File: src/rtl/io_arb_pkg.sv
// Shared types and default sizing for the io write-side arbiters.
// Imported by fifo_wr_arbiter and rr_pick.
package io_arb_pkg;

    typedef enum logic {
        ARB_IDLE  = 1'b0,
        ARB_GRANT = 1'b1
    } arb_state_t;

    localparam int ARB_NUM_REQ    = 4;
    localparam int ARB_DATA_WIDTH = 8;
    localparam int ARB_MAX_BURST  = 4;

endpackage

File: src/rtl/rr_pick.sv
// Round-robin pick: first set request after last_id, wrapping.
// Rotate, priority-encode, then un-rotate back to an index.
module rr_pick
    import io_arb_pkg::*;
#(
    parameter int NUM_REQ  = ARB_NUM_REQ,
    parameter int ID_WIDTH = $clog2(NUM_REQ)
) (
    input  logic [NUM_REQ-1:0]  req,
    input  logic [ID_WIDTH-1:0] last_id,
    output logic [ID_WIDTH-1:0] pick,
    output logic                any_valid
);

    logic [NUM_REQ-1:0] rot;
    logic               hit;
    int                 off;

    assign any_valid = |req;

    // rotate so slot 0 is last_id+1, take lowest hit, map back
    always_comb begin
        rot  = '0;
        hit  = 1'b0;
        off  = 0;
        pick = '0;
        for (int j = 0; j < NUM_REQ; j++) begin
            rot[j] = req[(int'(last_id) + 1 + j) % NUM_REQ];
        end
        for (int j = 0; j < NUM_REQ; j++) begin
            if (!hit && rot[j]) begin
                hit = 1'b1;
                off = j;
            end
        end
        pick = ID_WIDTH'((int'(last_id) + 1 + off) % NUM_REQ);
    end

endmodule

File: src/rtl/fifo_wr_arbiter.sv
// Round-robin burst arbiter sharing one FIFO write port.
// Grants one requester for up to MAX_BURST beats, then rotates.
module fifo_wr_arbiter
    import io_arb_pkg::*;
#(
    parameter int NUM_REQ    = ARB_NUM_REQ,
    parameter int DATA_WIDTH = ARB_DATA_WIDTH,
    parameter int MAX_BURST  = ARB_MAX_BURST,
    parameter int ID_WIDTH   = $clog2(NUM_REQ)
) (
    input  logic                          clk,
    input  logic                          rst_n,
    input  logic [NUM_REQ-1:0]            req_valid,
    input  logic [NUM_REQ*DATA_WIDTH-1:0] req_data,
    output logic [NUM_REQ-1:0]            req_ready,
    output logic                          fifo_wr_en,
    output logic [DATA_WIDTH-1:0]         fifo_din,
    input  logic                          fifo_full,
    output logic                          grant_valid,
    output logic [ID_WIDTH-1:0]           grant_id
);

    localparam int CNT_W = $clog2(MAX_BURST + 1);

    arb_state_t          state;
    logic [ID_WIDTH-1:0] last_id;
    logic [ID_WIDTH-1:0] search_base;
    logic [ID_WIDTH-1:0] pick;
    logic                any_valid;
    logic [CNT_W-1:0]    beat_cnt;
    logic                sel_valid;
    logic [DATA_WIDTH-1:0] sel_data;
    logic                beat;
    logic                release_g;

    assign grant_valid = (state == ARB_GRANT);

    // on release the search must start after the current holder
    assign search_base = grant_valid ? grant_id : last_id;

    rr_pick #(
        .NUM_REQ  (NUM_REQ),
        .ID_WIDTH (ID_WIDTH)
    ) u_pick (
        .req       (req_valid),
        .last_id   (search_base),
        .pick      (pick),
        .any_valid (any_valid)
    );

    // mux out the granted lane's valid and data
    always_comb begin
        sel_valid = 1'b0;
        sel_data  = '0;
        for (int i = 0; i < NUM_REQ; i++) begin
            if (grant_id == ID_WIDTH'(i)) begin
                sel_valid = req_valid[i];
                sel_data  = req_data[i*DATA_WIDTH +: DATA_WIDTH];
            end
        end
    end

    // no write may leave during a reset cycle
    assign beat = grant_valid & sel_valid & ~fifo_full & rst_n;

    assign release_g = (beat && beat_cnt == CNT_W'(MAX_BURST - 1))
                     || !sel_valid;

    assign fifo_wr_en = beat;
    assign fifo_din   = grant_valid ? sel_data : '0;

    // only the holder sees ready, and only while the FIFO has room
    always_comb begin
        req_ready = '0;
        for (int i = 0; i < NUM_REQ; i++) begin
            req_ready[i] = grant_valid && (grant_id == ID_WIDTH'(i))
                         && !fifo_full && rst_n;
        end
    end

    // grant FSM: idle/grant, burst counting and rotation
    always_ff @(posedge clk) begin
        if (!rst_n) begin
            state    <= ARB_IDLE;
            grant_id <= '0;
            beat_cnt <= '0;
            last_id  <= ID_WIDTH'(NUM_REQ - 1);
        end else begin
            unique case (state)
                ARB_IDLE: begin
                    if (any_valid) begin
                        state    <= ARB_GRANT;
                        grant_id <= pick;
                        beat_cnt <= '0;
                    end
                end
                ARB_GRANT: begin
                    if (release_g) begin
                        last_id  <= grant_id;
                        beat_cnt <= '0;
                        if (any_valid) begin
                            grant_id <= pick;
                        end else begin
                            state <= ARB_IDLE;
                        end
                    end else begin
                        beat_cnt <= beat_cnt + CNT_W'(beat);
                    end
                end
                default: state <= ARB_IDLE;
            endcase
        end
    end

endmodule

File: config.mk
export PLATFORM = sky130hd
export DESIGN_NAME = fifo_wr_arbiter
export DESIGN_NICKNAME = d
export VERILOG_FILES = /design/src/rtl/io_arb_pkg.sv /design/src/rtl/rr_pick.sv /design/src/rtl/fifo_wr_arbiter.sv
export SDC_FILE = /design/constraint.sdc
export NUM_CORES = 1
export LEC_CHECK = 0
export BUFFER_PORTS_ARGS = -buffer_cell sky130_fd_sc_hd__buf_2
export CAP_MARGIN = 15
export CORE_ASPECT_RATIO = 0.75
export CORE_MARGIN = 5
export CORE_UTILIZATION = 43
export DETAILED_ROUTE_END_ITERATION = 8
export MAX_ROUTING_LAYER = met4
export PLACE_DENSITY = 0.78
export SYNTH_ARGS = -nofsm -noshare
export SYNTH_HDL_FRONTEND = slang
export SYNTH_SLANG_ARGS = --single-unit
File: constraint.sdc
create_clock -name clk -period 2.9 [get_ports clk]
set_input_delay 0.725 -clock clk [delete_from_list [all_inputs] [get_ports clk]]
set_output_delay 0.725 -clock clk [all_outputs]
set_load 0.005 [all_outputs]
=== After elaboration in Yosys (flattened, before gate mapping) ===
Cells that the tools add are included.
Widths: inputs -> output; s select.

* Output and inout bits: 16
* Bits in registers: 8
* Input port bits: 39

* Add/sub/neg operators: 6
* Multiplexer cells: 37
* Bitwise logic cells: 9
* Reduce and logical (&&, ||, !) cells: 29
* Equal/unequal tests: 6
* $lt $le $gt $ge: 4

{| class="wikitable"
|+ Operators with widths
! kind !! number
|-
| $mux 8 || 5
|-
| $mux 1 || 18
|-
| $logic_and 1x1->1 || 16
|-
| $lt 3x4->1 const B || 4
|-
| $mux 2 || 5
|-
| $bmux 1 s2 || 4
|-
| $reduce_or 2->1 || 4
|-
| $mux 3 || 2
|-
| $pmux 3 s2 || 1
|-
| $logic_not 1->1 || 5
|-
| $add 2x1->2 const B || 2
|-
| $add 2x2->2 const B || 2
|-
| $and 1x1->1 const A || 4
|-
| $eq 2x2->1 const B || 2
|-
| $pmux 2 s2 || 1
|-
| $reduce_or 4->1 || 1
|-
| $add 3x1->3 || 1
|-
| $and 1x1->1 || 3
|-
| $eq 3x2->1 const B || 1
|-
| $add 2x2->2 || 1
|-
| $eq 2x1->1 const B || 1
|-
| $logic_not 2->1 || 1
|-
| $ne 2x1->1 const B || 1
|-
| $ne 2x2->1 const B || 1
|-
| other kinds (4) || 5
|}

=== Longest topological paths before layout ===
Gate-level depths: netlist of the first run.

* Word-level depth: 21
* Gate-level depth with buffers: 10

=== Modules after synthesis ===
From an unflattened synthesis of the first run, not the netlist that was laid out.

* Cells, all modules: 101
* Area total of the unflattened synthesis: 905.9 µm²

{| class="wikitable"
|+ By module, submodules not included
! module !! instances !! area each (µm²) !! cells each
|-
| fifo_wr_arbiter || 1 || 706.9 || 74
|-
| rr_pick || 1 || 198.9 || 27
|}

=== Worst setup path before layout of the first run ===
Ideal clock, no wire load.

* Path kind: in2reg
* Start point: in req_valid[1]
* End point: reg beat_cnt[1]
* Stages on the path: 7
* Slack: 0.600 ns
* Arrival: 2.181 ns
* Data required time: 2.782 ns
* Path through: clkbuf_1 mux4_2 and2_1 ha_1 ha_1 a22oi_1 nor2b_1

* Longest elaborated chain between the ends: 10
* Elaborated cells on any way between the ends: 14

{| class="wikitable"
|+ RTL lines
! what !! RTL line !! text
|-
| from (decl) || fifo_wr_arbiter.sv:13 || <nowiki>input logic [NUM_REQ-1:0] req_valid,</nowiki>
|-
| $mux 1 (*) (3 in a row) || fifo_wr_arbiter.sv:56 || <nowiki>if (grant_id == ID_WIDTH'(i)) begin</nowiki>
|-
| $and 1x1->1 (*) (3 in a row) || fifo_wr_arbiter.sv:64 || <nowiki>assign beat = grant_valid & sel_valid & ~fifo_full & rst_n;</nowiki>
|-
| named net fifo_wr_en || fifo_wr_arbiter.sv:16 || <nowiki>output logic fifo_wr_en,</nowiki>
|-
| branches (longest 2 deep; another with $add 3x1->3) || -- ||
|-
| $mux 3 (*) || fifo_wr_arbiter.sv:98 || <nowiki>if (release_g) begin</nowiki>
|-
| $pmux 3 s2 (*) || fifo_wr_arbiter.sv:89 || <nowiki>unique case (state)</nowiki>
|-
| to (signal assigned) || fifo_wr_arbiter.sv:107 || <nowiki>beat_cnt <= beat_cnt + CNT_W'(beat);</nowiki>
|-
| to (decl) || fifo_wr_arbiter.sv:30 || <nowiki>logic [CNT_W-1:0] beat_cnt;</nowiki>
|}

Mark *: on every way through the listed nets, which the timed path passes.
A chain may end at the register's enable or synchronous reset.

=== Final worst setup path of the first run ===
* Start point: reg grant_id[0]
* End point: out fifo_din[1]

* Longest elaborated chain between the ends: 6
* Elaborated cells on any way between the ends: 9

{| class="wikitable"
|+ RTL lines
! what !! RTL line !! text
|-
| from (decl) || fifo_wr_arbiter.sv:20 || <nowiki>output logic [ID_WIDTH-1:0] grant_id</nowiki>
|-
| from (signal assigned) || fifo_wr_arbiter.sv:93 || <nowiki>grant_id <= pick;</nowiki>
|-
| from (signal assigned) || fifo_wr_arbiter.sv:102 || <nowiki>grant_id <= pick;</nowiki>
|-
| $logic_not 2->1 || fifo_wr_arbiter.sv:56 ||
|-
| $mux 8 (3 in a row) || fifo_wr_arbiter.sv:56 ||
|-
| $mux 8 (*) || fifo_wr_arbiter.sv:56 ||
|-
| $mux 8 (*) || fifo_wr_arbiter.sv:70 || <nowiki>assign fifo_din = grant_valid ? sel_data : '0;</nowiki>
|-
| to (decl) || fifo_wr_arbiter.sv:17 || <nowiki>output logic [DATA_WIDTH-1:0] fifo_din,</nowiki>
|}

Mark *: on every way between the ends. The rest lies on a longest branch, timed or not.

==> load_flow_metrics.sql, run 1 <==
INSERT INTO impl_metrics (metric_group, metric, value, unit) VALUES
('run_status', 'outcome', 'completed', ''),
('pwr', 'sw_frac_of_total', '39.5', '%'),
('die', 'design.core.area', '0.00203', 'mm2'),
('cts', 'h-tree-depth', '1', ''),
('pwr', 'power.switching', '0.303', 'mW'),
('setup_path', 'worst_path_max_delay_cell', 'sky130_fd_sc_hd__dfxtp_1', ''),
('cts', 'post_cts.repair.setup_buffers', '0', ''),
('final_layout', 'layout.cells.most_common_list', 'sky130_fd_sc_hd__buf_2 (54), sky130_fd_sc_hd__and2_1 (9), sky130_fd_sc_hd__nor2b_1 (9)', ''),
('yosys', 'mappedNetlistArea', '927', 'um2'),
('setup_path', 'ff_to_ff_path_depth', '7', ''),
('global_routing', 'grt_busiest_layer', 'met2', ''),
('timing', 'min_clock_period_post_route', '2.73', 'ns'),
('drt', 'via_count', '1010', ''),
('die', 'rows', '14', ''),
('drt', 'post-route-drc-count', '0', ''),
('final_layout', 'layout_commonest_cell', 'sky130_fd_sc_hd__buf_2', ''),
('final_layout', 'drive_gt1_share', '45.0', '%'),
('final_layout', 'ant_diodes', '0', ''),
('cts', 'cts.sink_count', '8', ''),
('pwr', 'maximum_vdd_drop', '397', 'uV'),
('timing', 'slew_violations', '0', ''),
('hold_path', 'whs_path_depth', '2', ''),
('timing', 'finalSetupViolations', '0', ''),
('yosys', 'postSynth.asyncResetShare', '0', '%'),
('drt', 'avgViaCountPerCell', '5.77', ''),
('hold_path', 'holdCritPathClass', 'register to register', ''),
('setup_path', 'worst_setup_path_end_kind', 'output port', ''),
('yosys', 'synth-edff-count', '0', ''),
('cts', 'cts_inserted_buffers', '3', ''),
('cts', 'hold_buffers', '0', ''),
('timing', 'fmaxAchievable', '367', 'MHz'),
('die', 'fp.dieArea', '0.00319', 'mm2'),
('timing', 'final.setup.tns', '0', 'ns'),
('setup_path', 'cp_data_arrival_time', '2.00', 'ns'),
('die', 'design.portCount', '55', ''),
('pwr', 'static-leakage-power', '0.599', 'nW'),
('global_routing', 'use_met3', '6.25', '%'),
('final_layout', 'nNetsFinal', '195', ''),
('yosys', 'synth.avg_cell_area', '9.27', 'um2'),
('timing', 'worst_pin_slew', '0.777', 'ns'),
('global_routing', 'met1_usage', '20.7', '%'),
('setup_path', 'critical_path_required', '2.17', 'ns'),
('timing', 'timing.clock.skew', '0.00184', 'ns'),
('drt', 'drt-initial-drc-count', '58', ''),
('placement', 'place.gp.congestion', '0.807', ''),
('yosys', 'syn-instance-count', '100', ''),
('global_routing', 'grt_max_degree', '19', ''),
('setup_path', 'criticalPathCategory', 'register to output port', ''),
('placement', 'placement.io_buffers', '54', ''),
('global_routing', 'grt_first_pass_wirelength', '4130', 'um'),
('final_layout', 'number_of_filler_instances_in_the_final_layout', '183', ''),
('cts', 'cts_tree', 'built', ''),
('cts', 'post_cts_resized', '0', ''),
('pwr', 'power_per_cell_area', '628', 'mW/mm2'),
('run', 'max_cap_viol_count', '0', ''),
('setup_path', 'setup.reg_to_reg.worst_slack', '0.45', 'ns'),
('yosys', 'dominantRegCellSynth', 'sky130_fd_sc_hd__dfxtp_1', ''),
('die', 'die_h', '50.2', 'um'),
('pwr', 'internal_power_component', '0.464', 'mW'),
('global_routing', 'globalRouteOverflowTotal', '0', ''),
('timing', 'setup_repair_after_global_routing_missed_its_margin', 'no', ''),
('pwr', 'share_comb_of_total_power', '63.3', '%'),
('global_routing', 'track_usage', '16.3', '%'),
('final_layout', 'area_growth_syn_to_layout', '32.0', '%'),
('timing', 'hold_ws', '0.506', 'ns'),
('cts', 'clock_path_buffers', '2', ''),
('die', 'initial_utilization', '45.6', '%'),
('yosys', 'yosys_register_bits', '8', ''),
('yosys', 'ys_warn_count', '0', ''),
('final_layout', 'finish.utilization', '60.2', '%'),
('cts', 'path_clk_slew', '0.06', 'ns');
[registers in the layout (all words and copies together), names as in the netlist]
signal,count
grant_valid,1
grant_id,2
last_id,2
beat_cnt,3
[worst paths after layout]
kind	from	to
hold reg to reg	beat_cnt[2]$_SDFFE_PN0P_	beat_cnt[2]$_SDFFE_PN0P_
setup reg to reg	grant_id[0]$_SDFFE_PN0P_	grant_id[1]$_SDFFE_PN0P_
setup / recovery	grant_id[0]$_SDFFE_PN0P_	fifo_din[1]
hold / removal	beat_cnt[2]$_SDFFE_PN0P_	beat_cnt[2]$_SDFFE_PN0P_
[power groups by stage]
stage	Clock, mW	Sequential (mW)	Combinational, mW
global route	0.0964	0.207	0.538
global placement	0	0.196	0.474
detailed placement	0	0.199	0.488
floorplan	0	0.150	0.412
finish	0.0859	0.196	0.486
CTS	0.0882	0.197	0.490
[final cells by class]
class                   count  area (um2)  share of cell area, %
multi-input cells          83         722                   59.0
repair buffers             56         285                   23.3
flip-flops and latches      8         160                   13.1
inverters                   1        3.75                  0.307
clock buffers               3        22.5                   1.84
well taps                  24        30.0                   2.45
[Yosys cell counts, types with 2 or more instances]
cell type	count	share of area [%]
sky130_fd_sc_hd__and2_1	9	6.1
sky130_fd_sc_hd__nor2b_1	9	6.1
sky130_fd_sc_hd__dfxtp_1	8	17
sky130_fd_sc_hd__mux4_2	6	15
sky130_fd_sc_hd__nand2_1	6	2.4
sky130_fd_sc_hd__clkbuf_1	5	2.0
sky130_fd_sc_hd__mux2i_1	4	4.3
sky130_fd_sc_hd__nand3_1	4	2.2
sky130_fd_sc_hd__o21ai_0	4	2.2
sky130_fd_sc_hd__a21oi_1	3	1.6
sky130_fd_sc_hd__a22oi_1	3	2.4
sky130_fd_sc_hd__ha_1	3	4.0
sky130_fd_sc_hd__mux4_1	3	8.5
sky130_fd_sc_hd__nand3b_1	3	2.4
sky130_fd_sc_hd__nor2_1	3	1.2
sky130_fd_sc_hd__nor3b_1	3	2.4
sky130_fd_sc_hd__nor3_1	2	1.1
sky130_fd_sc_hd__xor2_1	2	1.9
[critical path, delay by kind of cell, from the launching register on]
family / cells / cell delay (ns)
buffers and inverters: 1 / 0.12
flip-flops: 1 / 0.82
multiplexers: 1 / 0.64
AND/OR/NAND/NOR: 1 / 0.17
[layer usage]
metal / wire length (um) / part of all wire (%)
met4: 13 / 0.51
met1: 1080 / 42
met2: 1100 / 43
met5: 0 / 0
met3: 367 / 14
[per-stage QoR]
step | setup slack, ns | area, um2 | cells
after global routing | 0.0394 | 1220 | 175
after CTS | 0.146 | 1220 | 175
final | 0.174 | 1220 | 175
after detailed placement | 0.426 | 1200 | 172
after floorplan | 0.600 | 927 | 100
after global placement | 0.460 | 1200 | 172
[kinds of logic (layout without fill, tap and decap cells)]
kind of cell | count (synthesis) | count (layout) | share of synthesized area [%]
buffers and inverters | 9 | 60 | 4.86
XOR/XNOR | 3 | 3 | 2.83
adder cells (fa/ha/maj) | 3 | 3 | 4.05
multiplexers | 14 | 14 | 28.6
flip-flops | 8 | 8 | 17.3
AND/OR/NAND/NOR | 43 | 43 | 27.0
AO/OA/AOI/OAI | 20 | 20 | 15.4
No activity file was read; power rests on OpenSTA's default activity.
==> run 2, diff against run 1 <==
==> config.mk (replaced) <==
export PLATFORM = sky130hd
export DESIGN_NAME = fifo_wr_arbiter
export DESIGN_NICKNAME = d
export VERILOG_FILES = /design/src/rtl/io_arb_pkg.sv /design/src/rtl/rr_pick.sv /design/src/rtl/fifo_wr_arbiter.sv
export SDC_FILE = /design/constraint.sdc
export NUM_CORES = 1
export LEC_CHECK = 0
export CAP_MARGIN = 15
export CORE_MARGIN = 5
export CORE_UTILIZATION = 55
export DETAILED_ROUTE_END_ITERATION = 8
export DONT_BUFFER_PORTS = 1
export MAX_ROUTING_LAYER = met4
export PLACE_DENSITY = 0.69
export SLEW_MARGIN = 20
export SYNTH_ARGS = -nofsm -noshare
export SYNTH_HDL_FRONTEND = slang
export SYNTH_SLANG_ARGS = --single-unit
==> load_flow_metrics.sql, run 2 (same netlist as run 1, synthesis figures left out) <==
INSERT INTO impl_metrics (metric_group, metric, value, unit) VALUES
('run_status', 'outcome', 'completed', ''),
('global_routing', 'globalRouteOverflowTotal', '0', ''),
('timing', 'timing.clock.skew', '0.00480', 'ns'),
('setup_path', 'r2r_start', 'grant_id[0]$_SDFFE_PN0P_', ''),
('final_layout', 'number_of_filler_instances_in_the_final_layout', '140', ''),
('final_layout', 'ant_diodes', '0', ''),
('cts', 'cts_tree', 'built', ''),
('drt', 'met2RoutedLength', '1080', 'um'),
('timing', 'finalSetupViolations', '0', ''),
('final_layout', 'stdcell_area', '958', 'um2'),
('die', 'design.portCount', '55', ''),
('setup_path', 'critical_path_required', '2.17', 'ns'),
('placement', 'place.gp.congestion', '0.815', ''),
('hold_path', 'holdCritPathClass', 'register to register', ''),
('pwr', 'power_per_cell_area', '741', 'mW/mm2'),
('drt', 'routed.top_layer', 'met4', ''),
('global_routing', 'track_usage', '17.1', '%'),
('timing', 'hold_ws', '0.487', 'ns'),
('timing', 'slew_violations', '0', ''),
('drt', 'routed_wl', '2160', 'um'),
('timing', 'worst_pin_slew', '0.415', 'ns'),
('die', 'chipWidth', '51.1', 'um'),
('drt', 'final_antenna_net_count', '0', ''),
('setup_path', 'setup.reg_to_reg.worst_slack', '0.62', 'ns'),
('hold_path', 'hold_path_startpoint', 'beat_cnt[2]$_SDFFE_PN0P_', ''),
('final_layout', 'drive_gt1_share', '16.2', '%'),
('cts', 'clock_path_buffers', '2', ''),
('setup_path', 'path_cells', 'buf_4 > mux4_1 > and2_1', ''),
('timing', 'setup_repair_after_global_routing_missed_its_margin', 'no', ''),
('drt', 'first_pass_iters', '4', ''),
('placement', 'place_area', '936', 'um2'),
('final_layout', 'final_cell_count_no_fill', '115', ''),
('drt', 'post-route-drc-count', '0', ''),
('timing', 'final.setup.tns', '0', 'ns'),
('timing', 'finalHoldViolCount', '0', ''),
('final_layout', 'nNetsFinal', '143', ''),
('pwr', 'static-leakage-power', '0.380', 'nW'),
('drt', 'drt-initial-drc-count', '18', ''),
('setup_path', 'ff_to_ff_path_depth', '7', ''),
('setup_path', 'r2r-end', 'beat_cnt[1]$_SDFFE_PN0P_', ''),
('cts', 'path_clk_slew', '0.06', 'ns'),
('final_layout', 'area_growth_syn_to_layout', '3.37', '%'),
('pwr', 'maximum_vdd_drop', '351', 'uV'),
('die', 'die_h', '51.1', 'um'),
('final_layout', 'largest_registers_in_the_final_layout', 'beat_cnt (3), grant_id (2), last_id (2)', ''),
('die', 'fp.dieArea', '0.00261', 'mm2'),
('die', 'initial_utilization', '59.5', '%'),
('timing', 'final.period_utilization', '84.5', '%'),
('die', 'design.core.area', '0.00156', 'mm2'),
('final_layout', 'max_flop_register', 'beat_cnt', ''),
('global_routing', 'grt_pass1_vias', '743', ''),
('drt', 'avgViaCountPerCell', '6.76', ''),
('setup_path', 'startpoint_type', 'register', ''),
('timing', 'timing.slew.headroom', '72.1', '%'),
('setup_path', 'criticalPathCategory', 'register to output port', ''),
('pwr', 'total_power', '0.711', 'mW'),
('global_routing', 'grt_first_pass_wirelength', '3290', 'um'),
('run', 'max_cap_viol_count', '0', ''),
('die', 'rows', '14', ''),
('placement', 'placement.io_buffers', '0', ''),
('placement', 'place.detailed.instances', '112', ''),
('cts', 'cts_inserted_buffers', '3', ''),
('timing', 'min_clock_period_post_route', '2.45', 'ns'),
('setup_path', 'cp_data_arrival_time', '1.72', 'ns'),
('hold_path', 'whs_path_depth', '2', ''),
('timing', 'fmaxAchievable', '408', 'MHz'),
('final_layout', 'largest_register_ffs', '3', ''),
('cts', 'hold_buffers', '0', ''),
('final_layout', 'layout.cells.most_common_list', 'sky130_fd_sc_hd__and2_1 (9), sky130_fd_sc_hd__nor2b_1 (9), sky130_fd_sc_hd__dfxtp_1 (8)', ''),
('cts', 'h-tree-depth', '1', ''),
('global_routing', 'grt_max_degree', '16', ''),
('cts', 'post_cts_resized', '0', ''),
('cts', 'cts.sink_count', '8', ''),
('cts', 'clk_latency', '0.25', 'ns'),
('setup_path', 'timing.critical_path.slowest_cell_delay', '0.55', 'ns'),
('setup_path', 'timing.critical_path.max_delay_family', 'multiplexers', ''),
('placement', 'placed_wire_length_estimate', '1700', 'um'),
('setup_path', 'worst_setup_path_end_kind', 'output port', ''),
('setup_path', 'crit_fanout', '12', ''),
('drt', 'met1_length', '886', 'um'),
('drt', 'via_count', '777', ''),
('hold_path', 'min_to', 'beat_cnt[2]$_SDFFE_PN0P_', ''),
('global_routing', 'antenna_found_initial', '0', ''),
('setup_path', 'worst_path_max_delay_cell', 'sky130_fd_sc_hd__mux4_1', ''),
('setup_path', 'path_buf_inv', '1', ''),
('drt', 'met3_wirelength', '162', 'um'),
('drt', 'wire_per_inst', '18.8', 'um'),
('cts', 'post_cts.repair.setup_buffers', '0', ''),
('cts', 'root_buffer', 'sky130_fd_sc_hd__clkbuf_4', '');
run 2: cell types whose count changed in the layout (fill, tap and decap cells not counted):
cell and change:
sky130_fd_sc_hd__buf_2 -54, sky130_fd_sc_hd__buf_4 +2
run 2: final cells by class:
type                       count  area, um2  area share [%]
clock buffer                   3       22.5            2.35
inverter                       1       3.75           0.392
multi-input combinational     83        722            75.3
sequential                     8        160            16.7
tap                           16       20.0            2.09
timing repair buffer           4       30.0            3.13
run 2: worst max path at each step:
stage	slack, ns	depth (start not counted)	from	end
2_1_floorplan	0.60	7	req_valid[1]	beat_cnt[1]$_SDFFE_PN0P_
3_3_place_gp	0.67	7	grant_id[0]$_SDFFE_PN0P_	beat_cnt[1]$_SDFFE_PN0P_
3_5_place_dp	0.60	7	grant_id[0]$_SDFFE_PN0P_	beat_cnt[1]$_SDFFE_PN0P_
4_1_cts	0.43	3	grant_id[0]$_SDFFE_PN0P_	fifo_din[0]
5_1_grt	0.32	3	grant_id[0]$_SDFFE_PN0P_	fifo_din[7]
6_report	0.45	3	grant_id[0]$_SDFFE_PN0P_	fifo_din[1]
run 2: through the flow:
| stage | setup WS, ns | utilization (%) |
|---|---|---|
| 2_1_floorplan | 0.600 | - |
| 3_3_place_gp | 0.668 | 60.0 |
| 3_5_place_dp | 0.602 | 60.0 |
| 4_1_cts | 0.429 | 61.5 |
| 5_1_grt | 0.322 | 61.5 |
| 6_report | 0.450 | 61.5 |
run 2: routing by layer:
layer / global-route usage [%] / vias to the layer above
li1: - / 377
met3: 2.03 / 2
met4: 9.42 / 0
met5: - / -
met1: 19.2 / 363
met2: 29.4 / 35
run 2: power by group:
part	switching [mW]	internal (mW)	total (mW)
Sequential	0.0341	0.133	0.167
Combinational	0.205	0.252	0.457
Clock	0.0396	0.0475	0.0870
run 2: tightest hold or removal path, stage by stage, from the launching register on:
cell and delay [ns]:
sky130_fd_sc_hd__dfxtp_1 0.31, sky130_fd_sc_hd__o21ai_0 0.06, sky130_fd_sc_hd__a21boi_0 0.07
